`config.mk`:
```
export PLATFORM = sky130hd
export DESIGN_NAME = chan_scheduler
export DESIGN_NICKNAME = d
export VERILOG_FILES = /design/src/rtl/chan_scheduler.sv
export SDC_FILE = /design/constraint.sdc
export NUM_CORES = 1
export LEC_CHECK = 0
export ABC_AREA = 1
export CELL_PAD_IN_SITES_DETAIL_PLACEMENT = 0
export CELL_PAD_IN_SITES_GLOBAL_PLACEMENT = 2
export CORE_MARGIN = 3
export CORE_UTILIZATION = 27
export DETAILED_ROUTE_END_ITERATION = 6
export PLACE_DENSITY_LB_ADDON = 0.1
export SKIP_LAST_GASP = 1
export SYNTH_ARGS = -nofsm -noshare
export SYNTH_HDL_FRONTEND = slang
export SYNTH_SLANG_ARGS = --single-unit
export TNS_END_PERCENT = 50
```
`constraint.sdc`:
```
create_clock -name clk_i -period 1.5 [get_ports clk_i]
set_clock_uncertainty 0.2 [all_clocks]
set_input_delay 0.15 -clock clk_i [delete_from_list [all_inputs] [get_ports clk_i]]
set_output_delay 0.15 -clock clk_i [all_outputs]
set_load 0.005 [all_outputs]
```
`src/rtl/chan_scheduler.sv`:
```
// Frame scheduler: walks every channel/word of a frame, reads the pixel RAM and
// hands each word to the waveform encoder, then holds a latch gap and pulses done.
//
// state   | meaning
// --------+------------------------------------------------------------
// S_IDLE  | waiting for start_i; config latched on start
// S_READ  | one-cycle pixel RAM read strobe at {chan, word}
// S_WAIT  | RAM data arrives; captured into the output word register
// S_SEND  | word offered to encoder until valid && ready
// S_LATCH | latch gap after the last word; done_o on its final cycle
module chan_scheduler #(
    parameter int RST_CYCLES = 3000
) (
    input  logic        clk_i,
    input  logic        rst_i,
    input  logic        start_i,
    input  logic        abort_i,
    input  logic [7:0]  reg_chan_len_i,
    input  logic [3:0]  reg_chan_cnt_i,
    output logic        ram_rd_en_o,
    output logic [11:0] ram_rd_addr_o,
    input  logic [7:0]  ram_rd_data_i,
    output logic        out_valid_o,
    input  logic        out_ready_i,
    output logic [7:0]  out_data_o,
    output logic [3:0]  out_chan_o,
    output logic        out_last_o,
    output logic        busy_o,
    output logic        done_o
);

    localparam int GW = (RST_CYCLES > 1) ? $clog2(RST_CYCLES) : 1;
    localparam logic [GW-1:0] GAP_LAST = GW'(RST_CYCLES - 1);

    typedef enum logic [2:0] {
        S_IDLE,
        S_READ,
        S_WAIT,
        S_SEND,
        S_LATCH
    } state_t;

    state_t          state_q, state_d;
    logic [7:0]      len_q, word_q;
    logic [3:0]      cnt_q, chan_q;
    logic [GW-1:0]   gap_q;
    logic            xfer, word_end, chan_end, gap_end, abort_act;

    assign xfer      = out_valid_o && out_ready_i;
    assign word_end  = (word_q == len_q);
    assign chan_end  = (chan_q == cnt_q);
    assign gap_end   = (gap_q == GAP_LAST);
    assign abort_act = abort_i && (state_q != S_IDLE);

    assign ram_rd_addr_o = {chan_q, word_q};
    assign busy_o        = (state_q != S_IDLE);

    always_ff @(posedge clk_i or posedge rst_i) begin
        if (rst_i) begin
            state_q <= S_IDLE;
        end else begin
            state_q <= state_d;
        end
    end

    always_comb begin
        state_d     = state_q;
        ram_rd_en_o = 1'b0;
        done_o      = 1'b0;
        case (state_q)
            S_IDLE: begin
                if (start_i) state_d = S_READ;
            end
            S_READ: begin
                ram_rd_en_o = 1'b1;
                state_d     = S_WAIT;
            end
            S_WAIT: begin
                state_d = S_SEND;
            end
            S_SEND: begin
                if (xfer) state_d = (word_end && chan_end) ? S_LATCH : S_READ;
            end
            S_LATCH: begin
                if (gap_end) begin
                    done_o  = 1'b1;
                    state_d = S_IDLE;
                end
            end
            default: state_d = S_IDLE;
        endcase
        // abort overrides everything, including the final done cycle
        if (abort_act) begin
            state_d     = S_IDLE;
            ram_rd_en_o = 1'b0;
            done_o      = 1'b0;
        end
    end

    always_ff @(posedge clk_i or posedge rst_i) begin
        if (rst_i) begin
            len_q       <= '0;
            cnt_q       <= '0;
            word_q      <= '0;
            chan_q      <= '0;
            gap_q       <= '0;
            out_valid_o <= 1'b0;
            out_data_o  <= '0;
            out_chan_o  <= '0;
            out_last_o  <= 1'b0;
        end else if (abort_act) begin
            out_valid_o <= 1'b0;
        end else begin
            case (state_q)
                S_IDLE: begin
                    if (start_i) begin
                        len_q  <= reg_chan_len_i;
                        cnt_q  <= reg_chan_cnt_i;
                        word_q <= '0;
                        chan_q <= '0;
                    end
                end
                S_WAIT: begin
                    out_data_o  <= ram_rd_data_i;
                    out_valid_o <= 1'b1;
                    out_chan_o  <= chan_q;
                    out_last_o  <= word_end;
                end
                S_SEND: begin
                    if (xfer) begin
                        out_valid_o <= 1'b0;
                        if (!word_end) begin
                            word_q <= word_q + 8'd1;
                        end else if (!chan_end) begin
                            word_q <= '0;
                            chan_q <= chan_q + 4'd1;
                        end else begin
                            gap_q <= '0;
                        end
                    end
                end
                S_LATCH: begin
                    gap_q <= gap_q + GW'(1);
                end
                default: ;
            endcase
        end
    end

endmodule
```
-- Word level (Yosys, flattened, before mapping)
Cells that the tools add are included.
- register bits after elaboration: 53
- input bits: 25
- output and inout bits: 29
- logic and storage cells: 73
- add/subtract/negate cells: 3
- equality and inequality tests: 16
- mux-type cells: 28
- bitwise gates (word level): 1
- reductions and logical operators: 15
- operators by type and width (cell ; count):
    12-bit 2-to-1 mux ; 3
    8-bit 2-to-1 mux ; 4
    12-bit case mux with 2 select lines ; 1
    4-bit 2-to-1 mux ; 4
    8-bit case mux with 2 select lines ; 1
    3-bit 2-to-1 mux ; 5
    3-bit case mux with 5 select lines ; 1
    12-bit by 1-bit adder with 12-bit output, second input constant ; 1
    12-bit equality test, second input constant ; 1
    3-bit != test, second input constant ; 4
    2-bit != test, second input constant ; 5
    5-bit AND reduction ; 2
    8-bit by 1-bit adder with 8-bit output, second input constant ; 1
    8-bit equality test ; 1
    4-bit case mux with 2 select lines ; 1
    1-bit 2-to-1 mux ; 7
    3-bit by 2-bit equality test with 1-bit output, second input constant ; 2
    3-bit AND reduction ; 2
    6-bit AND reduction ; 1
    3-bit nonzero test ; 2
    4-bit by 1-bit adder with 4-bit output, second input constant ; 1
    4-bit equality test ; 1
    2-bit AND reduction ; 2
    2-bit nonzero test ; 2
    other kinds (6) ; 8

-- Depth between registers and ports, before layout
Gate-level depths: netlist of the first run.
- depth in word-level cells: 6
- mapped depth: 11
- mapped depth without buffers: 11

-- Worst setup path after synthesis of the first run
Ideal clock, no wire load.
- path kind: reg-to-reg
- start: register word_q[4]
- end: register word_q[6]
- library setup time: 0.117 ns
- arrival time: 1.347 ns
- required time: 1.183 ns
- setup slack: -0.164 ns
- stages on the path, launching flop included: 11
- buffers on the path: 2
- clock period less this slack: 1.664 ns
- path through: dfrtp_1 -> buf_2 -> xnor2_1 -> nand2_1 -> nor2_1 -> nand2_2 -> nand2_4 -> buf_4 -> inv_1 -> nand3_1 -> nand2_1
- word-level cells in the longest chain between the ends: 4
- elaborated cells on any way between the ends: 7
- classes of those cells: 1 x add/sub; 2 x eq/ne; 3 x mux; 1 x reduce/logical
- ends and longest elaborated chain (what ; RTL line ; text):
    start: declaration ; 44 ; logic [7:0] len_q, word_q;
    start signal: assignment ; 133 ; word_q <= word_q + 8'd1;
    8-bit by 1-bit adder with 8-bit output or 8-bit equality test (tied branches) ; 133, 50 ;
    8-bit 2-to-1 mux ; 132 ; if (!word_end) begin
    8-bit 2-to-1 mux ; 130 ; if (xfer) begin
    8-bit case mux with 2 select lines ; 114 ; case (state_q)
Parallel ways exist; a longest one is shown, timed or not. The select of a mux whose other input is x is not followed.
A chain may end at the register's enable or synchronous reset.

-- Worst setup path in the final report of the first run
- start: register state_q[1]
- end: register gap_q[8]
- word-level cells in the longest chain between the ends: 4
- elaborated cells on any way between the ends: 11
- classes of those cells: 5 x eq/ne; 1 x mux; 1 x bitwise; 4 x reduce/logical
- ends and longest elaborated chain (what ; RTL line ; text):
    start: declaration ; 43 ; state_t state_q, state_d;
    start signal: assignment ; 62 ; state_q <= state_d;
    parallel branches: the longest is 4 deep, another holds 5-bit AND reduction ; n/a ;
    end signal: assignment ; 143 ; gap_q <= gap_q + GW'(1);
    end: declaration ; 46 ; logic [GW-1:0] gap_q;
Parallel ways; which one is timed is not known.

==> flow_summary.ini, run 1 <==
[routing]
ant_nets = 0
wl_per_cell_microns = 13.0
routed-via-count = 2929
drt_pass1_iterations = 6
routed_via_density = 4.34
wl_microns = 8760
drtIter0Drc = 108
post-route-drc-count = 0

[setup_path]
endpoint_kind = register
critical_path_class = register to register
path_max_fanout = 6
crit_arrival_ps = 1780
cp_data_required_time_ps = 1510
critPathLaunchType = register

[cells_and_area]
final_common_cell = nand2_1
nets = 566
antenna_cells = 0
area_growth_pct = 68.7
drive_gt1_share_pct = 39.1
n_fill_cell = 1036
stdcell_area_sq_um = 5050
final_cell_mix = 103 x nand2_1, 82 x buf_4, 51 x dfrtp_1

[clock_tree]
cts_tree = yes
clk_latency_ps = 310
clkTransAtPathRegs_ps = 100
htree_num_levels = 2
cts_buffer_depth = 2
clockRootBuffer = clkbuf_8
hold_buffers = 0
cts_sinks = 53
numCtsBuffers = 5

[synth]
synth.yosys.seq_area_share_pct = 44.3
synth-seq-cells = 53
yosys.area.top_type = dfrtp_1
synthTopCellsByArea = dfrtp_1 44%, nand2_1 15%, nand3_1 6.0%, nor2_1 5.4%, mux2_2 4.9%
syn_inst = 378
syn_area_per_cell_sq_um = 7.91
synth_area_sq_um = 2990
synth_top_area_share_pct = 44.3
synthDistinctLibCells = 32
yosysWarnings = 0
synth_nets = 406

[timing]
fin_crit_ps = 1770
slew_violations = 0
fin_ws_ps = -271
setup_viol = 68
rsz0062_at_grt = true
tns_ps = -11140
slew_headroom_pct = 79.5
max_slew.worst_pin.slew_ps = 306
max_freq_mhz = 565
fin_crit_sh_pct = 118
hold_violations = 0

[grt]
gr-usage-met1_pct = 17.4
grt_pass1_wl_microns = 13600
grtUsageMet2_pct = 23.0
top_usage_layer = met2
antenna_found_initial = 0
first_global_vias = 2765
grt_util_met3_pct = 2.35
grt-ovfl-total = 0
grt_usage_pct = 13.3
grt_max_degree = 54

[placement]
dpl.hpwl_microns = 5610
gp_congestion = 0.760
postPlaceCellArea_sq_um = 4270
port_buffers = 53

[worst_hold_path]
hp-class = primary input to async pin

[run]
maxCapViolCount = 0

[status]
outcome = complete, but fails checks
violations = setup timing

[floorplanning]
core_area_sq_um = 10600
die_area_sq_um = 12400
rows = 37
die_w_microns = 111
die_y_microns = 111
io-pin-count = 54
start_util_pct = 28.3

[power]
p_leak_nw = 2.40
max-vdd-ir-drop_mv = 0.650
powerDensity_nw_per_um2 = 1410
## cells in the mapped netlist, drive strengths merged
cell	number
nor3	3
clkbuf	1
o21ai	5
nand3	38
a211oi	1
a21oi	10
nand4	3
nor3b	2
ha	3
a31oi	1
or2	1
buf	8
mux2	13
xnor2	9
nand2	131
xor2	9
nor2	48
inv	37
nand3b	2
dfrtp	53
## cells by family after synthesis
family | synth area share [%]
xor+xnor | 5.27
compound gates | 3.47
mux | 4.89
simple gates | 34.0
flops | 44.3
buf+inv | 6.78
fa+ha+maj | 1.25
## sequential cells by signal, summed over array words and instances (netlist names)
register and count:
state_q 3, out_chan_o 4, out_data_o 8, word_q 8, out_last_o 1, len_q 8
out_valid_o 1, chan_q 4, cnt_q 4, gap_q 12
## worst paths after layout
check,startpoint,to,slack [ps],cells after the start
hold / removal,rst_i,len_q[4],50,3
setup / recovery,state_q[1],gap_q[8],-270,11
setup reg to reg,state_q[1],gap_q[8],-270,11
max in group asynchronous,rst_i,out_data_o[6],790,3
hold reg to reg,out_chan_o[0],out_chan_o[0],310,2
min in group clk_i,reg_chan_cnt_i[2],cnt_q[2],210,3
## worst max-delay path, cell delays in order, from the launching register on
cell     delay (ps)
dfrtp_1         390
buf_6           110
inv_4            30
nor2_4          130
nand2_4          90
inv_8            80
nand3_4          90
a21oi_4         220
buf_6           150
nand2_8          70
nand2_2          60
nand2_1          50
## cell type report
| class | instances | area (sq um) | area share [%] |
|---|---|---|---|
| Clock buffer | 7 | 86.3 | 1.71 |
| Tap cell | 136 | 170 | 3.37 |
| Timing Repair Buffer | 159 | 1470 | 29.1 |
| Inverter | 37 | 168 | 3.32 |
| Sequential cell | 53 | 1330 | 26.3 |
| Multi-Input combinational cell | 282 | 1800 | 35.6 |
| Clock inverter | 1 | 30.0 | 0.595 |
## power by group
group	internal (mW)	total (mW)	switching (mW)
Clock	0.546	1.06	0.515
Sequential	1.80	2.04	0.237
Combinational	2.15	4.03	1.88
Total	4.50	7.13	2.63
## timing repair
| action | in CTS | in global routing |
|---|---|---|
| hold endpoints to repair | 0 | 0 |
| pin swaps | 8 | 23 |
| gates cloned | 1 | 4 |
| setup endpoints to repair | 80 | 81 |
| gates resized for setup | 46 | 83 |
| setup buffers | 11 | 19 |
## layer usage
| layer | wire length, microns | vias to the layer above | share of wire [%] |
|---|---|---|---|
| li1 | - | 1516 | - |
| met1 | 4150 | 1371 | 47 |
| met2 | 4300 | 38 | 49 |
| met3 | 251 | 4 | 2.9 |
| met4 | 57 | 0 | 0.65 |
| met5 | 0 | - | 0 |
## metrics by stage
stage               hold slack [ps]  std cells  power [mW]  worst slack (ps)  util (%)
floorplan                      11.4        378        3.52              -154         -
global placement                269        634        4.95              -347      40.5
CTS                            63.0        653        6.26              -360      42.8
global route                   65.0        675        7.61              -365      47.8
detailed placement              277        634        4.96              -366      40.5
finish                         50.1        675        7.13              -271      47.8
Power figures use the tool's default switching activity.
==> inputs of run 2 (changes only) <==
Settings changed: CAP_MARGIN from default to 10.
==> results of run 2 <==
The final DEF is identical to that of run 1; final timing and power are the same.
==> inputs of run 3 (changes only) <==
--- a/config.mk
+++ b/config.mk
@@ -12,4 +12,5 @@
 export CORE_MARGIN = 3
 export CORE_UTILIZATION = 27
+export CTS_CLUSTER_DIAMETER = 120
 export DETAILED_ROUTE_END_ITERATION = 6
 export PLACE_DENSITY_LB_ADDON = 0.1
--- a/constraint.sdc
+++ b/constraint.sdc
@@ -3,3 +3,3 @@
 set_input_delay 0.15 -clock clk_i [delete_from_list [all_inputs] [get_ports clk_i]]
 set_output_delay 0.15 -clock clk_i [all_outputs]
-set_load 0.005 [all_outputs]
+set_load 0.05 [all_outputs]
==> run 3 against run 2 <==
Global-route usage is 0.97 points higher. Cell count is 1.2% lower. Register-to-register slack worse by 50 ps. Flip-flop and latch count stayed put. Combinational power is 24% higher. Highest routed layer unchanged. The flow still finishes with violations (setup timing). Sequential power is 4% higher. Routed wire length is 0.25% higher.
==> flow_summary.ini, run 3 (synthesis results as in run 1) <==
[floorplanning]
io-pin-count = 54
die_w_microns = 111
start_util_pct = 28.3
rows = 37
die_y_microns = 111
die_area_sq_um = 12400
core_area_sq_um = 10600

[cells_and_area]
final_common_cell = nand2_1
area_growth_pct = 77.9
top_register = gap_q
largest_reg_flops = 12
stdcell_area_sq_um = 5320
final_cell_mix = 93 x nand2_1, 76 x buf_4, 42 x nor2_1
antenna_cells = 0
nets = 558
finalNonFillerCells = 667
drive_gt1_share_pct = 46.0

[timing]
fin_ws_ps = -407
holdWs_ps = 194
slew_headroom_pct = 81.8
max_freq_mhz = 524
fin_crit_ps = 1910
slew_violations = 0
rsz0062_at_grt = true
fin_crit_sh_pct = 127
max_slew.worst_pin.slew_ps = 272
hold_violations = 0
setup_viol = 57

[routing]
drt_pass1_iterations = 4
wl_per_cell_microns = 13.2
wl_microns = 8780
post-route-drc-count = 0
drtIter0Drc = 80
ant_nets = 0
routed-via-count = 2894
routed_via_density = 4.34

[placement]
postPlaceCellArea_sq_um = 4560
place_inst = 627
port_buffers = 53
dp_slack_ps = -253
dpl.hpwl_microns = 6030
gp_congestion = 0.778

[setup_path]
crit_arrival_ps = 1560
cp_data_required_time_ps = 1150
critPathLaunchType = register
path_max_fanout = 3
endpoint_kind = output pin
critical_path_class = register to output pin
r2r-start = state_q[1]
cp-startpoint = gap_q[1]

[grt]
grt_pass1_wl_microns = 14500
first_global_vias = 3041
grt-ovfl-total = 0
antenna_found_initial = 0
grt_max_degree = 25
grt_usage_pct = 14.3

[clock_tree]
cts_buffer_depth = 2
clockRootBuffer = clkbuf_8
clk_latency_ps = 320
htree_num_levels = 2
numCtsBuffers = 5
cts_tree = yes
cts_sinks = 53
clkTransAtPathRegs_ps = 100

[run]
maxCapViolCount = 0

[status]
outcome = complete, but fails checks
violations = setup timing

[worst_hold_path]
hp-class = primary input to register
worstHoldStart = reg_chan_cnt_i[3]

[power]
powerDensity_nw_per_um2 = 1500
max-vdd-ir-drop_mv = 0.991
p_leak_nw = 2.48
run 3: power breakdown:
group / total, mW / internal [mW] / leakage, nW / switching (mW)
clock network: 0.870 / 0.378 / 0.0455 / 0.491
registers: 2.13 / 1.81 / 0.662 / 0.322
logic: 4.99 / 2.49 / 1.77 / 2.51
total: 7.99 / 4.67 / 2.48 / 3.32
run 3: stage by stage:
stage,power [mW],utilization [%],TNS [ps]
floorplan,4.32,-,-7380
global placement,6.13,43.2,-6630
detailed placement,6.16,43.2,-6720
CTS,7.77,48.6,-10700
global route,8.51,50.4,-16230
finish,7.99,50.4,-11470
run 3: repair_timing:
action | CTS | global route
pin swaps | 22 | 26
resized for setup | 49 | 40
endpoints found under the setup margin | 47 | 57
hold buffers | 1 | 0
gates cloned | 3 | 2
buffers inserted | 24 | 2
endpoints found under the hold margin | 5 | 0
run 3: final timing paths:
kind	end	slack [ps]	cells past startpoint
setup / recovery	done_o	-410	6
hold / removal	cnt_q[3]	190	3
setup reg to reg	word_q[1]	-320	12
hold reg to reg	gap_q[11]	330	2
max in group asynchronous	out_valid_o	180	4
min in group asynchronous	gap_q[6]	490	3
run 3: layout make-up:
type | count | area [sq um]
repair buffers | 151 | 1720
multi-input cells | 282 | 1840
flip-flops and latches | 53 | 1340
well taps | 136 | 170
fillers | 1020 | 5230
clock buffers | 8 | 90.1
inverters | 37 | 158
run 3: per-layer routing:
metal,global-route usage [%],vias to the layer above,share of wire [%]
met2,24.2,36,49
li1,-,1501,-
met4,4.06,0,1.5
met1,18.5,1350,47
met3,2.62,7,2.8
met5,0,-,0
run 3: worst max-delay path, cell delays in order, from the launching register on:
cell and delay [ps]:
dfrtp_1 420, ha_4 170, nand2_4 50, nor3_4 140, nand3_2 120, nor3_4 180
buf_12 170
